## src/rtl/streaming_argmax_top2.sv

```systemverilog
// streaming_argmax_top2: serial top-2 arg-max for the classifier back end.
// A classification starts with a one-cycle start pulse while idle. NUM_LABELS
// scores are then accepted one per beat, and the block reports the winning
// label, the best and second-best scores, and their margin.
// Ports:
//   clk, rst           clock; synchronous active-high reset
//   start              begin a classification (honoured only when idle)
//   in_valid/in_ready  score handshake; in_score belongs to label = beats so far
//   out_valid/out_ready result handshake; the result is held until accepted
//   out_label          index of the maximum (the lowest index wins ties)
//   out_max/out_second best and second-best scores (duplicates counted)
//   out_margin         out_max - out_second in N+1 bits, never negative
//   busy               high while accumulating or holding a result
module streaming_argmax_top2 #(
  parameter int unsigned N          = 8,
  parameter int unsigned NUM_LABELS = 10,
  parameter int unsigned LABEL_W    = 4,
  parameter int unsigned SIGNED     = 0
) (
  input  logic               clk,
  input  logic               rst,
  input  logic               start,
  input  logic               in_valid,
  output logic               in_ready,
  input  logic [N-1:0]       in_score,
  output logic               out_valid,
  input  logic               out_ready,
  output logic [LABEL_W-1:0] out_label,
  output logic [N-1:0]       out_max,
  output logic [N-1:0]       out_second,
  output logic [N:0]         out_margin,
  output logic               busy
);

  typedef enum logic [1:0] {StIdle, StAccum, StDone} state_e;

  // Smallest representable score; this is the starting value for best and second.
  localparam logic [N-1:0]       MinVal  = (SIGNED != 0) ? {1'b1, {(N-1){1'b0}}} : '0;
  localparam logic [LABEL_W-1:0] LastIdx = LABEL_W'(NUM_LABELS - 1);

  function automatic logic gt(input logic [N-1:0] a, input logic [N-1:0] b);
    if (SIGNED != 0) return $signed(a) > $signed(b);
    return a > b;
  endfunction

  // Widening by one bit before subtracting keeps the margin free of overflow.
  function automatic logic [N:0] ext(input logic [N-1:0] a);
    return (SIGNED != 0) ? {a[N-1], a} : {1'b0, a};
  endfunction

  state_e               state_q, state_d;
  logic [LABEL_W-1:0]   cnt_q, cnt_d;
  logic [N-1:0]         best_q, best_d;
  logic [N-1:0]         second_q, second_d;
  logic [LABEL_W-1:0]   best_idx_q, best_idx_d;
  logic                 in_ready_q, in_ready_d;
  logic                 out_valid_q, out_valid_d;
  logic                 busy_q, busy_d;
  logic [LABEL_W-1:0]   out_label_q, out_label_d;
  logic [N-1:0]         out_max_q, out_max_d;
  logic [N-1:0]         out_second_q, out_second_d;
  logic [N:0]           out_margin_q, out_margin_d;

  always_comb begin
    state_d      = state_q;
    cnt_d        = cnt_q;
    best_d       = best_q;
    second_d     = second_q;
    best_idx_d   = best_idx_q;
    in_ready_d   = in_ready_q;
    out_valid_d  = out_valid_q;
    busy_d       = busy_q;
    out_label_d  = out_label_q;
    out_max_d    = out_max_q;
    out_second_d = out_second_q;
    out_margin_d = out_margin_q;

    unique case (state_q)
      StIdle: begin
        if (start) begin
          state_d    = StAccum;
          cnt_d      = '0;
          best_d     = MinVal;
          second_d   = MinVal;
          best_idx_d = '0;
          in_ready_d = 1'b1;
          busy_d     = 1'b1;
        end
      end
      StAccum: begin
        if (in_valid && in_ready_q) begin
          // A score equal to best falls through to the second compare. This keeps
          // the earlier label and sets second to the tied value, so the margin is 0.
          if (gt(in_score, best_q)) begin
            second_d   = best_q;
            best_d     = in_score;
            best_idx_d = cnt_q;
          end else if (gt(in_score, second_q)) begin
            second_d = in_score;
          end
          cnt_d = cnt_q + 1'b1;
          if (cnt_q == LastIdx) begin
            state_d      = StDone;
            in_ready_d   = 1'b0;
            out_valid_d  = 1'b1;
            out_label_d  = best_idx_d;
            out_max_d    = best_d;
            out_second_d = second_d;
            out_margin_d = ext(best_d) - ext(second_d);
          end
        end
      end
      StDone: begin
        if (out_ready) begin
          state_d     = StIdle;
          out_valid_d = 1'b0;
          busy_d      = 1'b0;
        end
      end
      default: begin
        state_d     = StIdle;
        in_ready_d  = 1'b0;
        out_valid_d = 1'b0;
        busy_d      = 1'b0;
      end
    endcase
  end

  always_ff @(posedge clk) begin
    if (rst) begin
      state_q      <= StIdle;
      cnt_q        <= '0;
      best_q       <= '0;
      second_q     <= '0;
      best_idx_q   <= '0;
      in_ready_q   <= 1'b0;
      out_valid_q  <= 1'b0;
      busy_q       <= 1'b0;
      out_label_q  <= '0;
      out_max_q    <= '0;
      out_second_q <= '0;
      out_margin_q <= '0;
    end else begin
      state_q      <= state_d;
      cnt_q        <= cnt_d;
      best_q       <= best_d;
      second_q     <= second_d;
      best_idx_q   <= best_idx_d;
      in_ready_q   <= in_ready_d;
      out_valid_q  <= out_valid_d;
      busy_q       <= busy_d;
      out_label_q  <= out_label_d;
      out_max_q    <= out_max_d;
      out_second_q <= out_second_d;
      out_margin_q <= out_margin_d;
    end
  end

  assign in_ready   = in_ready_q;
  assign out_valid  = out_valid_q;
  assign busy       = busy_q;
  assign out_label  = out_label_q;
  assign out_max    = out_max_q;
  assign out_second = out_second_q;
  assign out_margin = out_margin_q;

endmodule

```

## config.mk

```make
export PLATFORM = sky130hd
export DESIGN_NAME = streaming_argmax_top2
export DESIGN_NICKNAME = d
export VERILOG_FILES = /design/src/rtl/streaming_argmax_top2.sv
export SDC_FILE = /design/constraint.sdc
export NUM_CORES = 1
export LEC_CHECK = 0
export ABC_AREA = 1
export CAP_MARGIN = 20
export CELL_PAD_IN_SITES_DETAIL_PLACEMENT = 0
export CELL_PAD_IN_SITES_GLOBAL_PLACEMENT = 1
export CORE_AREA = 3 3 95 97
export CTS_CLUSTER_SIZE = 25
export DETAILED_ROUTE_END_ITERATION = 16
export DIE_AREA = 0 0 98 100
export PLACE_DENSITY = 0.85
export SLEW_MARGIN = 0
export SYNTH_ARGS = -nofsm -noshare
export SYNTH_HDL_FRONTEND = slang
export SYNTH_SLANG_ARGS = --single-unit
```

## constraint.sdc

```tcl
create_clock -name clk -period 7.9 [get_ports clk]
set_input_delay 1.58 -clock clk [delete_from_list [all_inputs] [get_ports clk]]
set_output_delay 1.58 -clock clk [all_outputs]
set_load 0.01 [all_outputs]
```

[Word-level counts from Yosys, hierarchy flattened]
Index checks and enable logic that the tools add are counted.
W data, S select, Z words.
Word-level totals
  bits in registers: 58
  bits in latches: 0
  bits in writable memories: 0
  ROM bits: 0
  input bits: 13
  output and inout bits: 32
  word-level logic and storage cells: 67
  memories kept: 0
Cells by class
  add/sub/neg operators: 2
  multiply operators: 0
  div/mod/pow operators: 0
  magnitude comparators: 2
  eq/ne operators: 7
  shift-type cells: 0
  mux-type cells: 32
  bitwise gates (word level): 3
  reduce and logical (&&, ||, !) cells: 9
Operators by type and width (number)
  $mux W8: 10
  $pmux W8 S2: 2
  $gt A8 B8 Y1: 2
  $mux W4: 4
  $pmux W4 S2: 2
  $reduce_and A4 Y1: 3
  $pmux W1 S3: 3
  $reduce_and A3 Y1: 3
  $sub A8 B8 Y9: 1
  $mux W2: 4
  $ne A2 B2 Y1 const B: 4
  $mux W1: 6
  $pmux W2 S3: 1
  $add A4 B1 Y4 const B: 1
  $eq A4 B4 Y1 const B: 1
  $not A1 Y1: 3
  $eq A2 B1 Y1 const B: 1
  $eq A2 B2 Y1 const B: 1
  $logic_not A2 Y1: 1
  $reduce_bool A2 Y1: 1
  $logic_and A1 B1 Y1: 1

[Logic depth before layout (Yosys ltp)]
Gate-level depths: netlist of run 1.
  depth after elaboration: 7
  mapped depth: 26
  gate-level depth less buffers: 26

[Least setup slack after synthesis of run 1]
OpenSTA, ideal clock, no wires.
  path type: input port to flip-flop
  start: input in_score[1]
  end: register out_margin_q[6] (netlist: out_margin[6])
  library setup time: 109 ps
  arrival time: 3909 ps
  required time: 7791 ps
  path slack: 3882 ps
  stages: 25
  path buffers: 1
  path through: ha_1 > inv_1 > nor2_1 > o21ai_1 > nand2_1 > nand2_1 > nand2_2 > nand2_4 > inv_6 > buf_12 > nand2_2 > nand2_1 > inv_1 > ha_1 > inv_1 > fa_1 > nand3_1 > nand2_1 > nand2_1 > nand2_1 > a21oi_1 > or2_2 > nand3_1 > nand2_1 > inv_1
Between the ends
  cells in the longest elaborated chain, start to end: 6
  elaborated cells between the ends (all ways): 10
  classes of those cells: add/sub (1); order compare (2); mux (7)
Ends and longest elaborated chain
  start: declaration: RTL line 25  | input logic [N-1:0] in_score,
  $gt A8 B8 Y1: RTL line 43  | return a > b;
  $mux W8: RTL line 98  | end else if (gt(in_score, second_q)) begin
  $mux W8: RTL line 94  | if (gt(in_score, best_q)) begin
  $mux W8: RTL line 91  | if (in_valid && in_ready_q) begin
  $mux W8: RTL line 78  | unique case (state_q)
  $sub A8 B8 Y9 *: RTL line 109  | out_margin_d = ext(best_d) - ext(second_d);
  end signal: assignment: RTL line 155  | out_margin_q <= out_margin_d;
  end: declaration: RTL line 62  | logic [N:0] out_margin_q, out_margin_d;
Mark *: on every way between the ends. The rest lies on a longest branch, timed or not. The select of a mux whose other input is x is not followed.
A chain may end at the register's enable or synchronous reset.

[Worst setup path in the final report of run 1]
  start: input in_score[7]
  end: register out_margin_q[6] (netlist: out_margin[6])
Same word-level chain as after synthesis.

==> results of run 1 <==
## worst max-delay path: stages
cell and delay [ns]:
clkdlybuf4s50_1 0.52, ha_1 0.35, nand2_1 0.08, nor2_2 0.13, nand4_1 0.13, nand2_4 0.30, inv_6 0.16, nand2_2 0.09
nand2_1 0.08, inv_1 0.08, ha_1 0.15, inv_1 0.06, fa_1 0.40, nand3_1 0.10, nand2_1 0.11, nand2_1 0.08
nand2_1 0.05, a21oi_1 0.15, or2_2 0.13, nand3_1 0.06, nand2_1 0.09, inv_1 0.03
## flip-flops by register name (all words and copies together), names as in the netlist
| name | count |
|---|---|
| out_max | 8 |
| out_second | 8 |
| out_margin | 9 |
| in_ready | 1 |
| second_q | 8 |
| out_valid | 1 |
| busy | 1 |
| best_q | 8 |
| best_idx_q | 4 |
| out_label | 4 |
| cnt_q | 4 |
| state_q | 2 |
## path summary, 6_finish.rpt
| check | startpoint | endpoint | slack [ns] | depth (start not counted) |
|---|---|---|---|---|
| max | in_score[7] | out_margin[6]$_SDFFE_PP0P_ | 3.19 | 22 |
| min reg2reg | out_valid$_SDFFE_PP0P_ | out_valid$_SDFFE_PP0P_ | 0.47 | 2 |
| max reg2reg | best_q[7]$_SDFFE_PP0P_ | out_margin[6]$_SDFFE_PP0P_ | 4.59 | 22 |
| min | out_valid$_SDFFE_PP0P_ | out_valid$_SDFFE_PP0P_ | 0.47 | 2 |
## stage by stage
step | std cells | setup WS [ns] | hold WS [ns] | instance area [µm²]
2_1_floorplan | 493 | 3.88 | 0.445 | 3510
3_3_place_gp | 626 | 2.98 | 0.454 | 3980
3_5_place_dp | 626 | 2.88 | 0.455 | 3980
4_1_cts | 642 | 3.21 | 0.468 | 4150
5_1_grt | 642 | 2.90 | 0.504 | 4150
6_report | 642 | 3.19 | 0.467 | 4150
## routing by layer
metal,wire (µm),global-route usage (%),vias up
met3,245,3.20,14
met4,167,6.39,0
met2,3890,30.1,51
met5,0,0,-
met1,3900,21.7,1416
li1,-,-,1637
## placed cells by master (no fill, tap or decap), drive strengths merged, types with 2 or more instances in the layout
master and n:
xor2 4, ha 26, clkbuf 11, inv 68
nand2 140, clkinvlp 2, nand3 32, nor2 63
clkdlybuf4s50 43, dfxtp 58, or2 3, clkinv 3
o21ai 24, nand4 8, buf 3, a21oi 41
## power breakdown
| group | internal [W] | total [W] | switching, W |
|---|---|---|---|
| Combinational | 0.0000432 | 0.000122 | 0.0000792 |
| Sequential | 0.000295 | 0.000296 | 0.00000176 |
| Clock | 0.000121 | 0.000242 | 0.000121 |
## final cells by class
class,instances,area (µm²)
clock buffers,11,141
clock inverters,5,30.0
fillers,827,4070
inverters,68,260
multi-input cells,349,1980
flip-flops and latches,58,1160
well taps,105,131
repair buffers,46,450
## cell families after synthesis
family	after synthesis	synth area share, %
AND/OR/NAND/NOR	247	33.6
buffers and inverters	86	10.7
AO/OA/AOI/OAI	70	11.6
flip-flops	58	33.0
adder cells (fa/ha/maj)	27	9.83
XOR/XNOR	5	1.25
==> run_summary.xml, run 1 <==
<?xml version="1.0" encoding="UTF-8"?>
<metrics>
  <group name="logic_synthesis">
    <metric name="post_synthesis_instance_total" unit="">493</metric>
    <metric name="postSynth.asyncResetShare" unit="%">0</metric>
    <metric name="synthDistinctLibCells" unit="">35</metric>
    <metric name="largest_area_contributor_in_the_synthesized_netlist" unit="">dfxtp_1</metric>
    <metric name="synth_seq_area_share" unit="%">33.0</metric>
    <metric name="synth.area.top_cells" unit="">dfxtp_1 33%, nand2_1 12%, ha_1 9.3%</metric>
    <metric name="postSynthNetCount" unit="">533</metric>
    <metric name="most_common_cell_in_the_netlist" unit="">nand2_1</metric>
    <metric name="synth_edf_count" unit="">0</metric>
    <metric name="post_synth_instance_area" unit="µm²">3510</metric>
    <metric name="ys_seq_elements" unit="">58</metric>
    <metric name="synth_top_area_share" unit="%">33.0</metric>
    <metric name="post_syn_area_per_cell" unit="µm²">7.13</metric>
    <metric name="yosys_warnings" unit="">0</metric>
    <metric name="synth_commonest_cells" unit="">112 x nand2_1, 63 x inv_1, 58 x dfxtp_1, 58 x nor2_1, 33 x a21oi_1</metric>
    <metric name="synthFlopType" unit="">dfxtp_1</metric>
  </group>
  <group name="placement">
    <metric name="numPortBuffers" unit="">44</metric>
    <metric name="post-dp-hpwl" unit="µm">5950</metric>
    <metric name="gp_congestion" unit="">0.861</metric>
  </group>
  <group name="routing">
    <metric name="routed_wire_length" unit="µm">8210</metric>
    <metric name="drc_errors" unit="">0</metric>
    <metric name="detail_route.first_pass.iterations" unit="">4</metric>
    <metric name="antenna_violating_nets_post_route" unit="">0</metric>
    <metric name="route.detailed.vias_per_inst" unit="">4.86</metric>
    <metric name="detailedRoute.firstIterationViolations" unit="">104</metric>
    <metric name="wire_per_inst" unit="µm">12.8</metric>
    <metric name="detailroute.via_count" unit="">3118</metric>
  </group>
  <group name="cells_and_area">
    <metric name="final_core_utilization" unit="%">50.5</metric>
    <metric name="drive_gt1_share" unit="%">13.4</metric>
    <metric name="area_delta_synth_final" unit="%">18.1</metric>
    <metric name="nets" unit="">572</metric>
    <metric name="antenna-diode-count" unit="">0</metric>
  </group>
  <group name="pwr">
    <metric name="max-vdd-ir-drop" unit="mV">0.113</metric>
    <metric name="overall_power" unit="W">0.000661</metric>
    <metric name="powerDensity" unit="nW/µm²">159</metric>
    <metric name="static-leakage-power" unit="nW">1.83</metric>
  </group>
  <group name="clock_network">
    <metric name="cts_tree" unit="">yes</metric>
    <metric name="htreeDepth" unit="">3</metric>
    <metric name="postCtsResizedCells" unit="">0</metric>
    <metric name="clkSlewWorstSetupHoldPaths" unit="ns">0.07</metric>
    <metric name="clk_root_buffer_cell" unit="">clkbuf_8</metric>
    <metric name="cts_max_path_buffers" unit="">2</metric>
    <metric name="cts_hold_repair_buffers" unit="">0</metric>
    <metric name="post_cts.repair.setup_buffers" unit="">0</metric>
    <metric name="clkLatencyLatePin" unit="ns">0.34</metric>
    <metric name="cts_made_buffers" unit="">9</metric>
    <metric name="cts.sink_count" unit="">58</metric>
  </group>
  <group name="global_route">
    <metric name="grt_remaining_overflow" unit="">0</metric>
    <metric name="grt.total_usage" unit="%">17.4</metric>
    <metric name="antenna_found_initial" unit="">0</metric>
    <metric name="vias_in_the_first_global_route" unit="">3069</metric>
    <metric name="grt_start_max_net_pins" unit="">52</metric>
    <metric name="grt_first_pass_wirelength" unit="µm">14100</metric>
  </group>
  <group name="sta">
    <metric name="layout_worst_path_cycle_share" unit="%">59.7</metric>
    <metric name="grt_setup_unrepaired" unit="">no</metric>
    <metric name="timing.max_slew.rel_slack" unit="%">39.4</metric>
    <metric name="worst_slew_pin_slew" unit="ns">0.907</metric>
    <metric name="finalSetupTns" unit="ns">0</metric>
    <metric name="final_max_tran_viols" unit="">0</metric>
    <metric name="fmaxAchievable" unit="GHz">0.212</metric>
    <metric name="finalSetupViolations" unit="">0</metric>
    <metric name="final-hold-violation-count" unit="">0</metric>
    <metric name="final_period_minus_worst_setup_slack" unit="ns">4.71</metric>
    <metric name="finalClockSkew" unit="ns">0.00434</metric>
  </group>
  <group name="min_path">
    <metric name="holdCritPathClass" unit="">flop to flop</metric>
  </group>
  <group name="flow_run">
    <metric name="cap_viol_max_count" unit="">0</metric>
  </group>
  <group name="setup_path">
    <metric name="critical_path_arrival" unit="ns">4.95</metric>
    <metric name="cp_launch_type" unit="">input pin</metric>
    <metric name="worst-setup-path-type" unit="">input pin to flop</metric>
    <metric name="required" unit="ns">8.14</metric>
    <metric name="timing.critical_path.to_type" unit="">flop</metric>
    <metric name="critPathMaxFanout" unit="">25</metric>
  </group>
  <group name="floorplan">
    <metric name="die_ar" unit="µm²">9800</metric>
    <metric name="floorplan.initialDensity" unit="%">42.8</metric>
    <metric name="core_area" unit="µm²">8220</metric>
    <metric name="die_w" unit="µm">98</metric>
    <metric name="io_pins" unit="">45</metric>
    <metric name="die_height" unit="µm">100</metric>
    <metric name="std_cell_rows" unit="">33</metric>
  </group>
  <group name="status">
    <metric name="outcome" unit="">completed</metric>
  </group>
</metrics>
Note: power is estimated with default switching activity, not from simulation.
==> inputs of run 2 (changes only) <==
- CORE_AREA: 3 3 95 97 -> 3 3 103 105
- DIE_AREA: 0 0 98 100 -> 0 0 106 108
- PLACE_DENSITY: 0.85 -> 0.77
- clock period: 7.9 -> 4.1 ns (I/O delays scaled with it)
==> run_summary.xml, run 2 (same netlist as run 1, synthesis figures left out) <==
<?xml version="1.0" encoding="UTF-8"?>
<metrics>
  <group name="sta">
    <metric name="worst_slew_pin_slew" unit="ns">0.660</metric>
    <metric name="final-hold-violation-count" unit="">0</metric>
    <metric name="final_period_minus_worst_setup_slack" unit="ns">3.67</metric>
    <metric name="timing.max_slew.rel_slack" unit="%">56.0</metric>
    <metric name="finalClockSkew" unit="ns">0.00603</metric>
    <metric name="finalSetupTns" unit="ns">0</metric>
    <metric name="finalSetupViolations" unit="">0</metric>
    <metric name="layout_worst_path_cycle_share" unit="%">89.4</metric>
    <metric name="final_max_tran_viols" unit="">0</metric>
    <metric name="grt_setup_unrepaired" unit="">no</metric>
    <metric name="fmaxAchievable" unit="GHz">0.273</metric>
  </group>
  <group name="pwr">
    <metric name="power.share.clock" unit="%">40.0</metric>
    <metric name="intPower" unit="W">0.000985</metric>
    <metric name="switching_share" unit="%">27.6</metric>
    <metric name="pwr-share-seq" unit="%">42.0</metric>
    <metric name="overall_power" unit="W">0.00136</metric>
    <metric name="powerDensity" unit="nW/µm²">317</metric>
    <metric name="max-vdd-ir-drop" unit="mV">0.203</metric>
    <metric name="static-leakage-power" unit="nW">1.90</metric>
    <metric name="power.share.combinational" unit="%">18.0</metric>
    <metric name="switching_power" unit="W">0.000376</metric>
  </group>
  <group name="min_path">
    <metric name="holdCritPathClass" unit="">flop to flop</metric>
    <metric name="holdCritStartpoint" unit="">out_valid$_SDFFE_PP0P_</metric>
    <metric name="whs_endpoint" unit="">out_valid$_SDFFE_PP0P_</metric>
    <metric name="timing.hold.worst_path_depth" unit="">2</metric>
  </group>
  <group name="cells_and_area">
    <metric name="layout_common_cells" unit="">112 x nand2_1, 63 x inv_1, 58 x nor2_1, 58 x dfxtp_1, 43 x clkdlybuf4s50_1</metric>
    <metric name="nets" unit="">582</metric>
    <metric name="largest_register_ff_count" unit="">9</metric>
    <metric name="antenna-diode-count" unit="">0</metric>
    <metric name="final_design_area_no_fill" unit="µm²">4290</metric>
    <metric name="area_delta_synth_final" unit="%">22.2</metric>
    <metric name="final_core_utilization" unit="%">44.1</metric>
    <metric name="layout_commonest_cell" unit="">nand2_1</metric>
    <metric name="drive_gt1_share" unit="%">14.8</metric>
  </group>
  <group name="setup_path">
    <metric name="critical_path.max_stage_delay" unit="ns">0.61</metric>
    <metric name="r2r.worst_path.cells" unit="">22</metric>
    <metric name="crit_buf_inv" unit="">4</metric>
    <metric name="worst_path_most_repeated_cell" unit="">nand2_1</metric>
    <metric name="timing.critical_path.to_type" unit="">flop</metric>
    <metric name="crit_family" unit="">simple AND/OR/NAND/NOR gates</metric>
    <metric name="crit_path_top_delay_cell" unit="">clkdlybuf4s50_1</metric>
    <metric name="required" unit="ns">4.34</metric>
    <metric name="reg2reg_from" unit="">second_q[7]$_SDFFE_PP0P_</metric>
    <metric name="worst-setup-path-type" unit="">input pin to flop</metric>
    <metric name="r2r-end" unit="">out_margin[6]$_SDFFE_PP0P_</metric>
    <metric name="cp_launch_type" unit="">input pin</metric>
    <metric name="critical_path_arrival" unit="ns">3.91</metric>
    <metric name="reg2reg_setup_slack" unit="ns">1.08</metric>
    <metric name="critPathMaxFanout" unit="">8</metric>
  </group>
  <group name="floorplan">
    <metric name="die_height" unit="µm">108</metric>
    <metric name="die_w" unit="µm">106</metric>
    <metric name="floorplan.initialDensity" unit="%">36.1</metric>
    <metric name="die_ar" unit="µm²">11400</metric>
    <metric name="core_area" unit="µm²">9730</metric>
    <metric name="io_pins" unit="">45</metric>
    <metric name="std_cell_rows" unit="">36</metric>
  </group>
  <group name="clock_network">
    <metric name="cts.sink_count" unit="">58</metric>
    <metric name="clkSlewWorstSetupHoldPaths" unit="ns">0.06</metric>
    <metric name="clk_root_buffer_cell" unit="">clkbuf_8</metric>
    <metric name="cts_hold_repair_buffers" unit="">0</metric>
    <metric name="htreeDepth" unit="">3</metric>
    <metric name="postCtsResizedCells" unit="">0</metric>
    <metric name="cts_made_buffers" unit="">9</metric>
    <metric name="clkLatencyLatePin" unit="ns">0.34</metric>
    <metric name="post_cts.repair.setup_buffers" unit="">0</metric>
    <metric name="cts_tree" unit="">yes</metric>
    <metric name="cts_max_path_buffers" unit="">2</metric>
  </group>
  <group name="placement">
    <metric name="place_area" unit="µm²">4090</metric>
    <metric name="post-dp-hpwl" unit="µm">6340</metric>
    <metric name="numPortBuffers" unit="">44</metric>
    <metric name="gp_congestion" unit="">0.812</metric>
  </group>
  <group name="global_route">
    <metric name="grt_first_pass_wirelength" unit="µm">14000</metric>
    <metric name="antenna_found_initial" unit="">0</metric>
    <metric name="grt_start_max_net_pins" unit="">32</metric>
    <metric name="grt_remaining_overflow" unit="">0</metric>
    <metric name="vias_in_the_first_global_route" unit="">2911</metric>
    <metric name="grt.total_usage" unit="%">15.4</metric>
  </group>
  <group name="routing">
    <metric name="wire_per_inst" unit="µm">12.5</metric>
    <metric name="detailroute.via_count" unit="">3118</metric>
    <metric name="routed_wire_length" unit="µm">8510</metric>
    <metric name="detailedRoute.firstIterationViolations" unit="">123</metric>
    <metric name="antenna_violating_nets_post_route" unit="">0</metric>
    <metric name="drc_errors" unit="">0</metric>
    <metric name="route.detailed.vias_per_inst" unit="">4.59</metric>
    <metric name="detail_route.first_pass.iterations" unit="">5</metric>
  </group>
  <group name="status">
    <metric name="outcome" unit="">completed</metric>
  </group>
  <group name="flow_run">
    <metric name="cap_viol_max_count" unit="">0</metric>
  </group>
</metrics>
-- run 2: cell types whose count changed in the layout (fill, tap and decap cells not counted) --
cell        change
buf_4          +10
bufinv_16       +1
clkinv_2        -2
clkinvlp_4      -2
clkbuf_8        +2
-- run 2: metrics by stage --
stage | worst slack [ns] | hold WS (ns) | cells
finish | 0.434 | 0.466 | 679
global route | 0.122 | 0.492 | 679
CTS | 0.438 | 0.467 | 679
detailed placement | 0.113 | 0.457 | 664
global placement | 0.152 | 0.452 | 664
floorplan | 0.842 | 0.445 | 493
-- run 2: worst max path at each step --
stage / end / depth (start not counted) / startpoint
after floorplan: out_margin[6]$_SDFFE_PP0P_ / 25 / in_score[1]
after global placement: out_margin[6]$_SDFFE_PP0P_ / 25 / in_score[1]
after detailed placement: out_margin[6]$_SDFFE_PP0P_ / 25 / in_score[1]
after CTS: out_margin[6]$_SDFFE_PP0P_ / 25 / in_score[1]
after global routing: out_margin[6]$_SDFFE_PP0P_ / 22 / in_score[7]
final: out_margin[6]$_SDFFE_PP0P_ / 25 / in_score[1]
-- run 2: routing by layer --
layer,wire [µm],GRT usage [%]
met5,0,0
met4,90,5.00
met3,313,3.34
met2,4230,27.3
met1,3880,18.6
-- run 2: power groups by stage --
stage          clock [W]  combinational [W]  sequential, W
4_1_cts         0.000561           0.000248       0.000571
5_1_grt         0.000586           0.000275       0.000572
6_report        0.000545           0.000245       0.000571
3_3_place_gp           0           0.000244       0.000584
2_1_floorplan          0           0.000178       0.000584
3_5_place_dp           0           0.000246       0.000584
-- run 2: tightest hold or removal path, stage by stage, from the launching register on --
cell     delay (ns)
dfxtp_1        0.31
nand2_1        0.06
a21oi_1        0.05
-- run 2: area by class of cell --
type,instances,area [µm²]
repair buffers,56,526
multi-input cells,349,1980
well taps,133,166
flip-flops and latches,58,1160
inverters,68,260
clock inverters,2,35.0
fillers,1047,5440
clock buffers,13,169
